--- config.mk ---
export PLATFORM = sky130hd
export DESIGN_NAME = pmem_arbiter_flat
export DESIGN_NICKNAME = d
export VERILOG_FILES = /design/src/rtl/pmem_arbiter_if.sv /design/src/rtl/pmem_arbiter.sv /design/src/flat_wrapper.sv
export SDC_FILE = /design/constraint.sdc
export NUM_CORES = 1
export LEC_CHECK = 0
export ABC_CLOCK_PERIOD_IN_PS = 6600
export CAP_MARGIN = 20
export CORE_AREA = 3 3 272 274
export CTS_BUF_LIST = sky130_fd_sc_hd__clkbuf_4
export CTS_CLUSTER_DIAMETER = 60
export DETAILED_ROUTE_END_ITERATION = 10
export DIE_AREA = 0 0 275 277
export REMOVE_ABC_BUFFERS = 1
export SLEW_MARGIN = 15
export SYNTH_ARGS = -nofsm -noshare
export SYNTH_HDL_FRONTEND = slang
export SYNTH_SLANG_ARGS = --single-unit
--- constraint.sdc ---
create_clock -name clk -period 6.6 [get_ports clk]
set_input_delay 1.32 -clock clk [delete_from_list [all_inputs] [get_ports clk]]
set_output_delay 1.32 -clock clk [all_outputs]
set_load 0.01 [all_outputs]
--- src/rtl/pmem_arbiter_if.sv ---
// Bundle of I-cache, D-cache and physical-memory signals shared by pmem_arbiter.
// The slave modport is the arbiter's view; the master modport is the view of the caches and memory around it.
interface pmem_arbiter_if #(
   parameter int ADDR_WIDTH = 16,
   parameter int LINE_WIDTH = 128
);
   logic                  icache_pmem_read;
   logic [ADDR_WIDTH-1:0] icache_pmem_address;
   logic [LINE_WIDTH-1:0] icache_pmem_rdata;
   logic                  icache_pmem_resp;

   logic                  dcache_pmem_read;
   logic                  dcache_pmem_write;
   logic [ADDR_WIDTH-1:0] dcache_pmem_address;
   logic [LINE_WIDTH-1:0] dcache_pmem_wdata;
   logic [LINE_WIDTH-1:0] dcache_pmem_rdata;
   logic                  dcache_pmem_resp;

   logic                  pmem_read;
   logic                  pmem_write;
   logic [ADDR_WIDTH-1:0] pmem_address;
   logic [LINE_WIDTH-1:0] pmem_wdata;
   logic [LINE_WIDTH-1:0] pmem_rdata;
   logic                  pmem_resp;

   modport slave (
      input  icache_pmem_read, icache_pmem_address,
      output icache_pmem_rdata, icache_pmem_resp,
      input  dcache_pmem_read, dcache_pmem_write, dcache_pmem_address, dcache_pmem_wdata,
      output dcache_pmem_rdata, dcache_pmem_resp,
      output pmem_read, pmem_write, pmem_address, pmem_wdata,
      input  pmem_rdata, pmem_resp
   );

   modport master (
      output icache_pmem_read, icache_pmem_address,
      input  icache_pmem_rdata, icache_pmem_resp,
      output dcache_pmem_read, dcache_pmem_write, dcache_pmem_address, dcache_pmem_wdata,
      input  dcache_pmem_rdata, dcache_pmem_resp,
      input  pmem_read, pmem_write, pmem_address, pmem_wdata,
      output pmem_rdata, pmem_resp
   );
endinterface

--- src/rtl/pmem_arbiter.sv ---
// Round-robin arbiter sharing one physical-memory port between the I-cache fill path
// and the D-cache fill/writeback path; one transaction in flight, registered pmem request.
module pmem_arbiter #(
   parameter int ADDR_WIDTH = 16,
   parameter int LINE_WIDTH = 128
) (
   input  logic              clk,
   input  logic              rst,
   pmem_arbiter_if.slave     bus,
   output logic              busy
);
   localparam logic [1:0] IDLE    = 2'd0;
   localparam logic [1:0] SERVE_I = 2'd1;
   localparam logic [1:0] SERVE_D = 2'd2;
   localparam logic [1:0] RECOVER = 2'd3;

   localparam logic GRANT_I = 1'b0;
   localparam logic GRANT_D = 1'b1;

   logic [1:0]            state_r;
   logic                  last_grant_r;
   logic                  pmem_read_r;
   logic                  pmem_write_r;
   logic [ADDR_WIDTH-1:0] pmem_address_r;
   logic [LINE_WIDTH-1:0] pmem_wdata_r;

   logic                  i_req_s;
   logic                  d_req_s;
   logic                  pick_d_s;
   logic                  icache_resp_s;
   logic                  dcache_resp_s;

   // Request decode and tie-break: on a tie the requester not granted last time wins.
   always_comb begin
      i_req_s = bus.icache_pmem_read;
      d_req_s = bus.dcache_pmem_read | bus.dcache_pmem_write;
      if (i_req_s && d_req_s) begin
         pick_d_s = (last_grant_r == GRANT_I);
      end else if (d_req_s) begin
         pick_d_s = 1'b1;
      end else begin
         pick_d_s = 1'b0;
      end
   end

   // State machine and registered pmem request; the request is frozen while a grant is open.
   always_ff @(posedge clk or posedge rst) begin
      if (rst) begin
         state_r        <= IDLE;
         last_grant_r   <= GRANT_D;
         pmem_read_r    <= 1'b0;
         pmem_write_r   <= 1'b0;
         pmem_address_r <= {ADDR_WIDTH{1'b0}};
         pmem_wdata_r   <= {LINE_WIDTH{1'b0}};
      end else begin
         case (state_r)
            IDLE: begin
               if (i_req_s || d_req_s) begin
                  if (pick_d_s) begin
                     // A write wins over an (illegal) simultaneous read so the strobes stay exclusive.
                     state_r        <= SERVE_D;
                     last_grant_r   <= GRANT_D;
                     pmem_write_r   <= bus.dcache_pmem_write;
                     pmem_read_r    <= bus.dcache_pmem_read & ~bus.dcache_pmem_write;
                     pmem_address_r <= bus.dcache_pmem_address;
                     pmem_wdata_r   <= bus.dcache_pmem_wdata;
                  end else begin
                     state_r        <= SERVE_I;
                     last_grant_r   <= GRANT_I;
                     pmem_write_r   <= 1'b0;
                     pmem_read_r    <= 1'b1;
                     pmem_address_r <= bus.icache_pmem_address;
                     pmem_wdata_r   <= {LINE_WIDTH{1'b0}};
                  end
               end else begin
                  state_r <= IDLE;
               end
            end
            SERVE_I, SERVE_D: begin
               if (bus.pmem_resp) begin
                  state_r      <= RECOVER;
                  pmem_read_r  <= 1'b0;
                  pmem_write_r <= 1'b0;
               end else begin
                  state_r <= state_r;
               end
            end
            RECOVER: begin
               // Owner still sees its own request high here; give it a cycle to drop it.
               state_r <= IDLE;
            end
            default: begin
               state_r      <= IDLE;
               pmem_read_r  <= 1'b0;
               pmem_write_r <= 1'b0;
            end
         endcase
      end
   end

   // Response steering: only the current owner sees pmem_resp.
   always_comb begin
      icache_resp_s = 1'b0;
      dcache_resp_s = 1'b0;
      case (state_r)
         SERVE_I: icache_resp_s = bus.pmem_resp;
         SERVE_D: dcache_resp_s = bus.pmem_resp;
         default: begin
            icache_resp_s = 1'b0;
            dcache_resp_s = 1'b0;
         end
      endcase
   end

   assign bus.icache_pmem_resp  = icache_resp_s;
   assign bus.dcache_pmem_resp  = dcache_resp_s;
   assign bus.icache_pmem_rdata = bus.pmem_rdata;
   assign bus.dcache_pmem_rdata = bus.pmem_rdata;
   assign bus.pmem_read         = pmem_read_r;
   assign bus.pmem_write        = pmem_write_r;
   assign bus.pmem_address      = pmem_address_r;
   assign bus.pmem_wdata        = pmem_wdata_r;
   assign busy                  = (state_r != IDLE);

   pmem_arbiter_checker u_checker (
      .clk         (clk),
      .rst         (rst),
      .pmem_read   (pmem_read_r),
      .pmem_write  (pmem_write_r),
      .icache_resp (icache_resp_s),
      .dcache_resp (dcache_resp_s),
      .busy        (busy)
   );
endmodule

// Protocol invariants of the arbiter outputs.
module pmem_arbiter_checker (
   input logic clk,
   input logic rst,
   input logic pmem_read,
   input logic pmem_write,
   input logic icache_resp,
   input logic dcache_resp,
   input logic busy
);
   // Invariants sampled on every rising edge outside reset.
   always @(posedge clk) begin
      if (!rst) begin
         assert (!(pmem_read && pmem_write))
            else $error("pmem strobes both high");
         assert (!(icache_resp && dcache_resp))
            else $error("both cache responses high");
         assert (busy || (!pmem_read && !pmem_write))
            else $error("strobe high while idle");
      end
   end
endmodule

--- src/flat_wrapper.sv ---
// flat-port wrapper written by rule: the top's interface ports become plain ports
module pmem_arbiter_flat 
#(
   parameter int ADDR_WIDTH = 16,
   parameter int LINE_WIDTH = 128
)
  (clk, rst, busy, bus_icache_pmem_read, bus_icache_pmem_address, bus_icache_pmem_rdata, bus_icache_pmem_resp, bus_dcache_pmem_read, bus_dcache_pmem_write, bus_dcache_pmem_address, bus_dcache_pmem_wdata, bus_dcache_pmem_rdata, bus_dcache_pmem_resp, bus_pmem_read, bus_pmem_write, bus_pmem_address, bus_pmem_wdata, bus_pmem_rdata, bus_pmem_resp);
  pmem_arbiter_if #(.ADDR_WIDTH(ADDR_WIDTH), .LINE_WIDTH(LINE_WIDTH)) bus_i ();
  input  logic clk;
  input  logic rst;
  output logic busy;
  input wire logic [$bits(bus_i.icache_pmem_read)-1:0] bus_icache_pmem_read;
  input wire logic [$bits(bus_i.icache_pmem_address)-1:0] bus_icache_pmem_address;
  output wire logic [$bits(bus_i.icache_pmem_rdata)-1:0] bus_icache_pmem_rdata;
  output wire logic [$bits(bus_i.icache_pmem_resp)-1:0] bus_icache_pmem_resp;
  input wire logic [$bits(bus_i.dcache_pmem_read)-1:0] bus_dcache_pmem_read;
  input wire logic [$bits(bus_i.dcache_pmem_write)-1:0] bus_dcache_pmem_write;
  input wire logic [$bits(bus_i.dcache_pmem_address)-1:0] bus_dcache_pmem_address;
  input wire logic [$bits(bus_i.dcache_pmem_wdata)-1:0] bus_dcache_pmem_wdata;
  output wire logic [$bits(bus_i.dcache_pmem_rdata)-1:0] bus_dcache_pmem_rdata;
  output wire logic [$bits(bus_i.dcache_pmem_resp)-1:0] bus_dcache_pmem_resp;
  output wire logic [$bits(bus_i.pmem_read)-1:0] bus_pmem_read;
  output wire logic [$bits(bus_i.pmem_write)-1:0] bus_pmem_write;
  output wire logic [$bits(bus_i.pmem_address)-1:0] bus_pmem_address;
  output wire logic [$bits(bus_i.pmem_wdata)-1:0] bus_pmem_wdata;
  input wire logic [$bits(bus_i.pmem_rdata)-1:0] bus_pmem_rdata;
  input wire logic [$bits(bus_i.pmem_resp)-1:0] bus_pmem_resp;
  assign bus_i.icache_pmem_read = bus_icache_pmem_read;
  assign bus_i.icache_pmem_address = bus_icache_pmem_address;
  assign bus_icache_pmem_rdata = bus_i.icache_pmem_rdata;
  assign bus_icache_pmem_resp = bus_i.icache_pmem_resp;
  assign bus_i.dcache_pmem_read = bus_dcache_pmem_read;
  assign bus_i.dcache_pmem_write = bus_dcache_pmem_write;
  assign bus_i.dcache_pmem_address = bus_dcache_pmem_address;
  assign bus_i.dcache_pmem_wdata = bus_dcache_pmem_wdata;
  assign bus_dcache_pmem_rdata = bus_i.dcache_pmem_rdata;
  assign bus_dcache_pmem_resp = bus_i.dcache_pmem_resp;
  assign bus_pmem_read = bus_i.pmem_read;
  assign bus_pmem_write = bus_i.pmem_write;
  assign bus_pmem_address = bus_i.pmem_address;
  assign bus_pmem_wdata = bus_i.pmem_wdata;
  assign bus_i.pmem_rdata = bus_pmem_rdata;
  assign bus_i.pmem_resp = bus_pmem_resp;
  pmem_arbiter #(.ADDR_WIDTH(ADDR_WIDTH), .LINE_WIDTH(LINE_WIDTH)) u_core (.clk(clk), .rst(rst), .bus(bus_i), .busy(busy));
endmodule
; ---- Yosys cells after proc, flatten, opt, wreduce, memory -nomap -nowiden
; Index checks and enable logic that the tools add are counted.
[totals]
ff_bits = 149
in_bits = 294
out_inout_bits = 405
[op_classes]
n_eq_ne = 5
mux = 18
bitwise = 4
reduce_logical = 8
[op_table]
columns = cell, count
row1 = 128-bit 2-to-1 mux, 1
row2 = 16-bit 2-to-1 mux, 1
row3 = 1-bit 2-to-1 mux, 10
row4 = 2-bit 2-to-1 mux, 3
row5 = 2-bit case mux with 3 select lines, 1
row6 = "2-bit equality test, second input constant", 2
row7 = 1-bit case mux with 2 select lines, 2
row8 = 2-bit nonzero test, 2
row9 = 3-bit AND reduction, 1
row10 = "2-bit by 1-bit equality test with 1-bit output, second input constant", 1
row11 = 2-bit zero test, 1
row12 = "2-bit by 1-bit inequality test with 1-bit output, second input constant", 1
row13 = "2-bit inequality test, second input constant", 1
row14 = 1-bit NOT, 2
row15 = 2-bit AND reduction, 1
row16 = 2-bit OR reduction, 1
row17 = 1-bit bitwise AND, 1
row18 = 1-bit logical AND, 1
row19 = 1-bit logical OR, 1
row20 = 1-bit bitwise OR, 1

; ---- Longest topological paths before layout
; Gate-level depths: netlist of run 1.
[depth]
ltp_word = 6
ltp_mapped = 8
depth_no_buf = 5

; ---- Worst setup path before layout of run 1
; OpenSTA, ideal clock, no wires.
[synth_path]
path_type = input -> output
start = in bus_pmem_resp
end = out bus_dcache_pmem_resp
arrival_time_ns = 1.485
t_required_ns = 5.280
slack_ns = 3.795
cell_stages = 1
n_path_buf = 0
path_cell_list = and2_1
[synth_between]
elab_chain_cells = 1
[synth_rtl]
columns = item, line
row1 = "start, declared", flat_wrapper.sv:27  ; input wire logic [$bits(bus_i.pmem_resp)-1:0] bus_pmem_resp;
row2 = 1-bit 2-to-1 mux, pmem_arbiter.sv:105  ; case (state_r)
row3 = "end, declared", flat_wrapper.sv:21  ; output wire logic [$bits(bus_i.dcache_pmem_resp)-1:0] bus_dcache_pmem_resp;
; Every way passes these cells.

; ---- Worst setup path after layout of run 1
; Ends and elaborated chain as after synthesis.

==> run metrics, run 1 <==
drt pass-1 iters 4; Final min period approximately 3900 ps; fin crit share ~59%; Avg Inst Size Synth 11.5 sq um; Top FF cell, synth dfrtp_1; Post-synth ARST share 100%; core area 0.0716 sq mm; Buffers on Ports ~310; combinational power share 48.9%; first-pass GRT wire length 85.1 mm; post-route setup TNS 0 ps; setup ws final 2700 ps; sw frac between 30% and 40%; max-capacitance violation count 0; vias in the first global route approximately 5600; Post-Synthesis Cells 649; leakage power 0.00401 uW; ratio of cells with drive above 1 in the final layout 6.20%; CP arrival 2580 ps; CTS tree done; critical path startpoint category input pin; post-synthesis sequential area ratio 49.9%; die span in x 275 um; wire per inst about 44 um; Routed Wire Length 72.5 mm; crit-path most repeated cell clkdlybuf4s50_1; CTS resizes 0; H-tree lvl count 4; utilization after layout about 14%; P per Cell Area 432 mW/mm^2; I/O pin count 699; worst-skew pair later-pin latency 710 ps; Req. time, crit path 5280 ps; Post-DP Area 0.00979 sq mm; Clk pwr share 16.0%; initial antenna violation count 5; clock root cell clkbuf_4; setup violators final 0; critical-path maximum fanout 5; post-CTS setup buffers 0; Worst Skew 28.5 ps; Sw Pwr 1710 uW; most frequent cells in the layout 314 x clkdlybuf4s50_1, 148 x dfrtp_1, 128 x a22o_1; Hold Violations, Final 0; Sink Count 149; GPL Wtd Cong 0.876; synth warn 0; Detail Placement HPWL 62.5 mm; Setup WS pre-CTS 2720 ps; crit-path leading delay family buffers and inverters; largest net degree at the start of global routing 162; Crit Path Category input pin to primary output; crit-path cells clkdlybuf4s50_1 -> and2_1 -> clkdlybuf4s50_1; run status finished, final reports clean; hold buffers post-CTS 0; Rows slightly below 100; #FFs+latches synth 149; DRT iter0 DRCs 365; Final Cell Area 0.0101 sq mm; Max-Slew Margin vs Limit 35.0%; TritonCTS Buffers 17; Hold Crit Class flip-flop to flip-flop; nets 995; RSZ-0062 raised after global routing false; # DRC 0; Vias/cell 3.43; fmax 256 MHz; P_int 2670 uW; die height roughly 280 um; starting density of the core 10.4%; Die ar. 0.0762 sq mm; total track usage 18.5%; Distinct cells, synth 30; Post-synth EDFFs 0; Least-Margin Pin Slew 975 ps; Fin Hold WS 511 ps; DRT antenna net count 0; total gr overflow 0; Reg clk slew, reported paths between 150 and 200 ps; cell at the slowest stage of the critical path clkdlybuf4s50_1; Slew Limit Fails 0; Max IR drop VDD 0.714 mV; Seq pwr share 35.1%; most common cell after layout, fill and taps aside clkdlybuf4s50_1; buffers from clock root to sink, at most 2; worst path buffer plus inverter count 2; crit end category primary output; Synth-to-Final Area Change 35.7%; crit-path max cell delay 550 ps; Mapped Area 0.00747 sq mm; Via Count 5721
final timing paths:
| check | slack [ps] | cells past startpoint | start | to |
|---|---|---|---|---|
| max in group asynchronous | 4540 | 3 | rst | u_core.bus.pmem_address[8] |
| setup reg to reg | 3800 | 5 | u_core.state_r[1] | u_core.bus.pmem_wdata[91] |
| hold reg to reg | 510 | 2 | u_core.bus.pmem_address[0] | u_core.bus.pmem_address[0] |
| min in group asynchronous | 880 | 2 | rst | u_core.bus.pmem_wdata[6] |
| setup / recovery | 2700 | 3 | bus_pmem_resp | bus_dcache_pmem_resp |
| hold / removal | 510 | 2 | u_core.bus.pmem_address[0] | u_core.bus.pmem_address[0] |
flip-flops by register name (all words and copies together), names as in the netlist:
register                 flops
u_core.bus.pmem_address     16
u_core.bus.pmem_read         1
u_core.bus.pmem_wdata      128
u_core.bus.pmem_write        1
u_core.last_grant_r          1
u_core.state_r               2
cell families (layout without fill, tap and decap cells):
family | after synthesis | in the layout | share of synthesized area, %
buffers and inverters | 297 | 358 | 28.2
AO/OA/AOI/OAI | 157 | 157 | 17.6
flip-flops | 149 | 149 | 49.9
AND/OR/NAND/NOR | 26 | 26 | 1.49
multiplexers | 16 | 16 | 2.14
adder cells (fa/ha/maj) | 4 | 4 | 0.670
other | 0 | 6 | 0
cells in the mapped netlist, types with 2 or more instances:
cell type,n,area (sq um)
mux2i_1,16,160
a22o_1,128,1120
a31oi_1,2,12.5
buf_4,256,1920
o22ai_1,2,12.5
nor2_1,2,7.51
clkbuf_1,11,41.3
o21ai_0,15,75.1
ha_1,4,50.1
inv_1,7,26.3
and2_1,2,12.5
dfrtp_1,148,3700
buf_2,22,110
nand2_1,18,67.6
worst min-delay path, cell delays in order, from the launching register on:
cell and delay (ps):
dfrtp_1 380, nand2_1 40, o21ai_0 60
power groups by stage:
stage,Sequential (uW),Combinational [uW],Clock [uW]
5_1_grt,1580,2310,771
2_1_floorplan,1680,745,0
4_1_cts,1540,2190,744
3_3_place_gp,1540,2150,0
3_5_place_dp,1540,2180,0
6_report,1540,2140,699
layout make-up:
type / instances / area, sq um
fillers: 8037 / 61500
clock buffers: 17 / 128
well taps: 950 / 1190
flip-flops and latches: 149 / 3730
clock inverters: 15 / 199
repair buffers: 319 / 3190
diodes: 6 / 15.0
inverters: 7 / 31.3
multi-input cells: 203 / 1650
routing by layer:
layer  GRT usage [%]  up-vias  share of wire, %
li1                -     2102                 -
met1            13.8     2648                27
met2            27.1      893                42
met3            24.8       62                28
met4            4.10       16               2.2
met5            10.4        -               1.4
metrics by stage:
step	instances	total power [uW]
2_1_floorplan	359	2430
3_3_place_gp	1628	3690
3_5_place_dp	1628	3720
4_1_cts	1660	4470
5_1_grt	1665	4660
6_report	1666	4380
Note: power is estimated with default switching activity, not from simulation.
==> inputs of run 2 (changes only) <==
--- a/config.mk
+++ b/config.mk
@@ -5,13 +5,13 @@
 export SDC_FILE = /design/constraint.sdc
 export NUM_CORES = 1
 export LEC_CHECK = 0
-export ABC_CLOCK_PERIOD_IN_PS = 6600
+export ABC_CLOCK_PERIOD_IN_PS = 3500
 export CAP_MARGIN = 20
-export CORE_AREA = 3 3 272 274
+export CORE_AREA = 3 3 270 272
 export CTS_BUF_LIST = sky130_fd_sc_hd__clkbuf_4
 export CTS_CLUSTER_DIAMETER = 60
 export DETAILED_ROUTE_END_ITERATION = 10
-export DIE_AREA = 0 0 275 277
+export DIE_AREA = 0 0 273 275
 export REMOVE_ABC_BUFFERS = 1
 export SLEW_MARGIN = 15
 export SYNTH_ARGS = -nofsm -noshare
==> constraint.sdc (replaced) <==
create_clock -name clk -period 3.5 [get_ports clk]
set_input_delay 0.7 -clock clk [delete_from_list [all_inputs] [get_ports clk]]
set_output_delay 0.7 -clock clk [all_outputs]
set_load 0.01 [all_outputs]
==> run metrics, run 2 (synthesized netlist as in run 1, its figures left out) <==
critical path startpoint category flip-flop; Die ar. 0.0751 sq mm (-1.4%); crit-path leading delay family buffers and inverters; Levels on crit path 4 (+1); drt pass-1 iters 4 (unchanged); Slew Limit Fails 0 (unchanged); Req. time, crit path 2800 ps (-2480 ps); Reg2Reg Setup Slack 1480 ps (-2320 ps); total track usage 18.8% (+0.29 points); die height 275 um (-0.72%); die span in x 273 um (-0.73%); R2R cell count 5 (unchanged); RSZ-0062 raised after global routing false; max reg flops 128 (unchanged); most frequent cells in the layout 314 x clkdlybuf4s50_1, 148 x dfrtp_1, 128 x a22o_1; crit path to busy; CTS resizes 0 (unchanged); Hold Crit Class input pin to async pin; total gr overflow 0 (unchanged); GPL Wtd Cong 0.895 (+2.2%); final non-filler cell total 1669 (+0.18%); Hold Violations, Final 0 (unchanged); leakage power 0.00405 uW (+0.84%); # DRC 0 (unchanged); Setup WS pre-CTS 830 ps (-1890 ps); largest net degree at the start of global routing 129 (-20%); Worst R2R Start u_core.state_r[0]; cell at the slowest stage of the critical path clkdlybuf4s50_1; wire per inst 43.1 um (-1.0%); TritonCTS Buffers 17 (unchanged); H-tree lvl count 4 (unchanged); FILL cells 7889 (-1.8%); Least-Margin Pin Slew 680 ps (-295 ps); Vias/cell 3.41 (-0.67%); r2r endpoint u_core.bus.pmem_wdata[2]; critical-path maximum fanout 7 (+2); run status finished, final reports clean; Fin Hold WS 367 ps (-144 ps); nets 1001 (+0.60%); ratio of cells with drive above 1 in the final layout 6.98% (+0.79 points); DRT iter0 DRCs 364 (-0.27%); fin crit share 87.8%; CP arrival 2370 ps (-210 ps); buffers from clock root to sink, at most 2 (unchanged); starting density of the core 10.5% (+0.090 points); hold buffers post-CTS 0 (unchanged); Max IR drop VDD 0.445 mV (-38%); worst-skew pair later-pin latency 700 ps (about the same); Buffers on Ports 314 (unchanged); post-placement cell count 1634 (+0.37%); Worst Setup SP u_core.state_r[0]; Worst Skew 23.9 ps (-4.64 ps); core area 0.0710 sq mm (-0.86%); Crit Path Category flip-flop to primary output; Synth-to-Final Area Change 36.4%; crit-path cells inv_1 -> ha_1 -> inv_1 -> clkdlybuf4s50_1; Via Count 5693 (-0.49%); Final min period 3070 ps; Max-Slew Margin vs Limit 54.7% (+20 points); crit-path max cell delay 620 ps (+70 ps); clock root cell clkbuf_4; initial antenna violation count 5 (unchanged); fmax ~330 MHz; DRT antenna net count 0 (unchanged); Detail Placement HPWL 62.2 mm (-0.41%); Sink Count 149 (unchanged); Rows 98 (unchanged); worst path buffer plus inverter count 3 (+1); vias in the first global route 5574 (-1.1%); most common cell after layout, fill and taps aside clkdlybuf4s50_1; I/O pin count 699 (unchanged); max-capacitance violation count 0 (unchanged); Reg clk slew, reported paths 170 ps (about the same); P per Cell Area 803 mW/mm^2 (+86%); Routed Wire Length 71.9 mm (-0.87%); setup violators final 0 (unchanged); crit end category primary output; first-pass GRT wire length 85.2 mm (about the same); post-CTS setup buffers 0 (unchanged); crit-path most repeated cell inv_1; post-route setup TNS 0 ps (unchanged); CTS tree done; setup ws final 427 ps (-2270 ps); utilization after layout 14.4% (+0.20 points)
[run 2: cell types whose count changed in the layout (fill, tap and decap cells not counted), sizes merged]
cell	change
inv	-2
diode	-3
buf	+6
clkinv	+2
[run 2: per-stage QoR]
step	area (sq um)	power [uW]
after global placement	9860	6890
final	10200	8180
after floorplan	5390	4580
after CTS	10200	8370
after global routing	10200	8750
after detailed placement	9860	6960
[run 2: cell type report]
class,instances,area (sq um),share of cell area (%)
timing repair buffer,325,3260,32.0
clock inverter,15,190,1.87
tap,950,1190,11.7
inverter,7,31.3,0.307
multi-input combinational,203,1650,16.2
clock buffer,17,128,1.25
sequential,149,3730,36.6
antenna,3,7.51,0.0737
[run 2: worst min path at each step]
stage | cells after the start | end
global placement | 2 | u_core.bus.pmem_address[8]
detailed placement | 2 | u_core.bus.pmem_address[11]
CTS | 2 | u_core.bus.pmem_wdata[18]
global route | 2 | u_core.bus.pmem_wdata[18]
floorplan | 1 | u_core.last_grant_r
finish | 2 | u_core.bus.pmem_wdata[18]
[run 2: layer usage]
| metal | up-vias | share of wire (%) | track usage [%] |
|---|---|---|---|
| met2 | 869 | 42 | 27.7 |
| met1 | 2630 | 26 | 13.5 |
| met4 | 20 | 2.4 | 5.13 |
| li1 | 2109 | - | - |
| met3 | 65 | 28 | 25.0 |
| met5 | - | 1.7 | 11.9 |
[run 2: power by group]
| part | internal [uW] | switching (uW) | total (uW) | leakage [uW] |
|---|---|---|---|---|
| combinational | 2150 | 1860 | 4010 | 0.00198 |
| sequential | 2450 | 439 | 2890 | 0.00190 |
| clock | 459 | 823 | 1280 | 0.000172 |
